<file path="config.mk">
export PLATFORM = sky130hd
export DESIGN_NAME = fifo_sync
export DESIGN_NICKNAME = d
export VERILOG_FILES = /design/src/rtl/mem_dp.sv /design/src/rtl/fifo_sync.sv
export SDC_FILE = /design/constraint.sdc
export NUM_CORES = 1
export LEC_CHECK = 0
export CORE_ASPECT_RATIO = 1.25
export CORE_MARGIN = 2
export CORE_UTILIZATION = 59
export CTS_CLUSTER_SIZE = 10
export DETAILED_ROUTE_END_ITERATION = 8
export HOLD_SLACK_MARGIN = 0.03
export PLACE_DENSITY_LB_ADDON = 0.15
export SETUP_SLACK_MARGIN = 0.4
export SYNTH_ARGS = -nofsm -noshare
export SYNTH_HDL_FRONTEND = slang
export SYNTH_SLANG_ARGS = --single-unit
</file>
<file path="constraint.sdc">
create_clock -name clk -period 7.8 [get_ports clk]
set_clock_uncertainty 0.2 [all_clocks]
set_input_delay 1.56 -clock clk [delete_from_list [all_inputs] [get_ports clk]]
set_output_delay 1.56 -clock clk [all_outputs]
set_load 0.05 [all_outputs]
</file>
<file path="src/rtl/mem_dp.sv">
// Dual-port storage array: synchronous write, combinational read.
// Contents are never reset.
module mem_dp #(
  parameter int DW = 16,
  parameter int AW = 4
) (
  input  logic          clk,
  input  logic          wr,
  input  logic [AW-1:0] waddr,
  input  logic [DW-1:0] wdata,
  input  logic [AW-1:0] raddr,
  output logic [DW-1:0] rdata
);

  logic [DW-1:0] mem [2**AW];

  always_ff @(posedge clk) begin
    if (wr) mem[waddr] <= wdata;
  end

  assign rdata = mem[raddr];

endmodule

</file>
<file path="src/rtl/fifo_sync.sv">
// Single-clock first-word-fall-through FIFO with wrap-bit pointers,
// level flags and sticky overflow/underflow errors.
module fifo_sync #(
  parameter int DW     = 16,
  parameter int AW     = 4,
  parameter int AF_LVL = (2**AW) - 2,
  parameter int AE_LVL = 2
) (
  input  logic          clk,
  input  logic          rst_n,
  input  logic          push,
  input  logic [DW-1:0] din,
  input  logic          pop,
  output logic [DW-1:0] dout,
  output logic          full,
  output logic          empty,
  output logic          almost_full,
  output logic          almost_empty,
  output logic [AW:0]   count,
  output logic          overflow,
  output logic          underflow,
  input  logic          err_clr
);

  localparam int PW = AW + 1;
  localparam logic [PW-1:0] AF = PW'(AF_LVL);
  localparam logic [PW-1:0] AE = PW'(AE_LVL);

  logic [PW-1:0] wp;
  logic [PW-1:0] rp;
  logic          push_ok;
  logic          pop_ok;
  logic          ovf_set;
  logic          udf_set;

  // Flags depend on registered pointers only.
  assign empty = (wp == rp);
  assign full  = (wp[AW] != rp[AW]) &&
                 (wp[AW-1:0] == rp[AW-1:0]);
  assign count = wp - rp;

  assign almost_full  = (count >= AF);
  assign almost_empty = (count <= AE);

  // A pop on a full FIFO frees the slot the push lands in.
  assign push_ok = push && (!full || pop);
  assign pop_ok  = pop && !empty;
  assign ovf_set = push && full && !pop;
  assign udf_set = pop && empty;

  always_ff @(posedge clk or negedge rst_n) begin
    if (!rst_n) begin
      wp <= '0;
      rp <= '0;
    end else begin
      if (push_ok) wp <= wp + 1'b1;
      if (pop_ok)  rp <= rp + 1'b1;
    end
  end

  always_ff @(posedge clk or negedge rst_n) begin
    if (!rst_n) begin
      overflow  <= 1'b0;
      underflow <= 1'b0;
    end else if (err_clr) begin
      overflow  <= 1'b0;
      underflow <= 1'b0;
    end else begin
      if (ovf_set) overflow  <= 1'b1;
      if (udf_set) underflow <= 1'b1;
    end
  end

  mem_dp #(
    .DW(DW),
    .AW(AW)
  ) u_mem (
    .clk  (clk),
    .wr   (push_ok),
    .waddr(wp[AW-1:0]),
    .wdata(din),
    .raddr(rp[AW-1:0]),
    .rdata(dout)
  );

endmodule
</file>
==> impl_metrics.yaml <==
power:
  irDropWorstVdd_uv: 390
  clockPowerShare_pct: 23.5
  p_seq_share_pct: 37.1
  p_int_mw: 3.24
  share_comb_of_total_power_pct: 39.3
  leakage_nw: 4.04
  p_sw_share_pct: 36.9
  switchingPower_mw: 1.90
  cellPowerDensity_nw_per_um2: 422
worst_setup_path:
  r2r-end: "u_mem.mem[12][14]"
  path_delay_family: "buffers and inverters"
  required_ns: 6.04
  end_kind: "output port"
  critical_path.slowest_cell: "dfrtp_4"
  startpoint_type: "register"
  path_class: "register to output port"
  timing.rr.start: "rp[2]"
  crit_arrival_ns: 3.93
  worstPathCellList: "buf_4 -> mux2i_1 -> a22oi_1 -> mux2i_1 -> o21ai_1 -> clkdlybuf4s50_1"
  regToRegSetupSlack_ns: 3.53
  critPathMaxStageDelay_ns: 0.98
  rr_worst_depth: 7
  critPathMaxFanout: 46
  worst-path-buf-inv: 2
  critPathMostFrequentCell: "mux2i_1"
synthesis:
  avgSynthCellArea_um2: 20.3
  synth_area_leader_cell: "edfxtp_1"
  ys_seq_area_share_pct: 75.2
  synth_warnings: 0
  synth_area_um2: 10600
  syn_nets: 554
  synth.ff_latch_count: 268
  synth.area.top_cells: "edfxtp_1, mux4_2, mux2i_1, dfrtp_1, a32oi_1"
  synth_top_area_share_pct: 72.4
  netlist_instances: 523
  ys_types: 38
run:
  max-cap-violations: 0
routing:
  ant_nets: 0
  first_iter_violations: 479
  wire_per_inst_um: 26.1
  via_per_inst: 6.34
  num_vias: 5227
  drc: 0
  firstDrtPassIters: 5
  wl_um: 21500
clocking:
  cts_buffers: 30
  root_buffer: "clkbuf_16"
  postCtsSetupRepairBufs: 0
  clkTransAtPathRegs_ns: 0.05
  clockBufferDepth: 3
  clock_latency_ns: 0.53
  hold_buffers: 0
  cts_tree: "done"
  htreeDepth: 1
  cts_sinks: 268
  cts_resized: 0
run_status:
  status: "complete, no violations"
floorplan:
  die_h_um: 154
  die_area_um2: 19100
  start_util_pct: 60.5
  placementRows: 54
  core_area_um2: 17600
  io_pins: 48
  die_w_um: 124
place:
  placed_area_um2: 11400
  gp_congestion: 0.779
  dp_slack_ns: 2.60
  hpwl_um: 11900
  port_buffers: 47
final_layout:
  num_antenna_cells: 0
  drive_gt1_share_pct: 17.8
  fin_area_um2: 12200
  areaGrowthSynthToFinish_pct: 14.6
  nets: 620
hold_path:
  hp-start: "overflow"
  hold-path-endpoint: "overflow"
  hp-class: "register to register"
  hold_depth: 2
timing:
  hold_violations: 0
  fin_ws_ns: 2.11
  clock.fmax_mhz: 176
  post-route-min-period_ns: 5.69
  maxSlewHeadroom_pct: 12.4
  finalSetupViolCount: 0
  tns_ns: 0
  rsz0062_at_grt: "false"
  worst-slew-pin-transition_ns: 1.31
  slew_viol_final: 0
  post-route-period-util_pct: 73.0
grt:
  antenna_found_initial: 0
  grt_use_total_pct: 23.3
  grt-ovfl-total: 0
  grt_pass1_wl_um: 32400
  grt_pass1_vias: 5468
  grt_max_degree: 47
-- layer usage --
layer / vias to the layer above / global-route usage, % / part of all wire (%)
met4: 0 / 5.51 / 1.3
li1: 2288 / - / -
met3: 20 / 3.71 / 5.0
met5: - / 0 / 0
met1: 2761 / 32.1 / 41
met2: 158 / 39.5 / 52
-- sequential cells by signal (all words and copies together), names as in the netlist --
signal	count
u_mem.mem	256
underflow	1
wp	5
overflow	1
rp	5
-- cell usage in the layout (no fill, tap or decap), types with 4 or more instances in the layout --
master,synthesis,final
clkbuf_1,10,13
mux2i_1,48,48
buf_4,3,14
inv_1,7,7
nand2_1,7,7
xnor2_1,9,9
mux4_2,45,45
clkdlybuf4s50_1,0,47
ha_1,9,9
clkbuf_16,0,31
dfrtp_1,12,10
a22oi_1,16,16
o21ai_1,16,16
edfxtp_1,256,256
nor2_2,0,8
nor3_2,0,4
a32oi_1,16,16
nor2_1,16,8
-- Yosys cell counts (all sizes together) --
| master | instances |
|---|---|
| clkbuf | 11 |
| nor2b | 2 |
| a211oi | 1 |
| xor2 | 3 |
| xnor2 | 9 |
| buf | 16 |
| mux2i | 48 |
| inv | 8 |
| nand4 | 4 |
| edfxtp | 256 |
| dfrtp | 12 |
| nor3 | 5 |
| a32oi | 16 |
| o21ai | 19 |
| a21oi | 3 |
| a41o | 1 |
| o21a | 2 |
| a21o | 2 |
| fa | 1 |
| nand2b | 2 |
| nand2 | 8 |
| a22oi | 16 |
| or3 | 1 |
| ha | 9 |
| and2 | 2 |
| o31a | 1 |
| mux4 | 48 |
| nand3 | 1 |
| nor2 | 16 |
-- stage by stage --
| stage | utilization [%] | cells | hold slack [ns] | total power [mW] |
|---|---|---|---|---|
| after floorplan | - | 523 | 0.302 | 3.38 |
| after global placement | 64.6 | 781 | 0.284 | 3.93 |
| after CTS | 69.3 | 825 | 0.315 | 5.18 |
| after detailed placement | 64.6 | 781 | 0.301 | 3.98 |
| final | 69.3 | 825 | 0.304 | 5.14 |
| after global routing | 69.3 | 825 | 0.337 | 5.37 |
-- how the worst max path moves through the flow --
stage | start | to | slack, ns | cells past startpoint
floorplan | rp[1] | almost_empty | 2.82 | 7
global placement | rp[0] | dout[7] | 2.64 | 5
detailed placement | rp[0] | dout[9] | 2.60 | 6
CTS | rp[0] | dout[5] | 2.02 | 6
global route | rp[0] | dout[7] | 1.83 | 6
finish | rp[0] | dout[9] | 2.11 | 6
-- power groups by stage --
stage	combinational, mW	sequential [mW]	clock, mW
CTS	2.04	1.91	1.23
global placement	2.00	1.93	0
finish	2.02	1.91	1.21
detailed placement	2.03	1.94	0
floorplan	1.57	1.81	0
global route	2.15	1.93	1.29
-- worst register-to-register path: stages (launching register included) --
cell	delay [ns]
dfrtp_2	0.81
buf_4	0.52
inv_1	0.10
ha_1	0.37
nand4_1	0.21
o31a_1	0.37
nand2_1	0.23
nor2_2	1.04
-- cell families after synthesis --
| group | count (synthesis) | synth area share, % |
|---|---|---|
| DFF | 268 | 75.2 |
| buffers and inverters | 35 | 1.90 |
| xor gates and xnor gates | 12 | 0.989 |
| AOI/OAI and AO/OA | 61 | 4.02 |
| muxes | 96 | 14.8 |
| adders and majority gates | 10 | 1.25 |
| and+or+nand+nor | 41 | 1.86 |
-- area by class of cell --
type / instances / area (um2)
clock buffer: 44 / 825
fill: 1113 / 5390
inverter: 8 / 30.0
multi-input combinational: 220 / 2470
sequential: 268 / 7990
tap: 224 / 280
timing repair buffer: 61 / 576
Note: power is estimated with default switching activity, not from simulation.
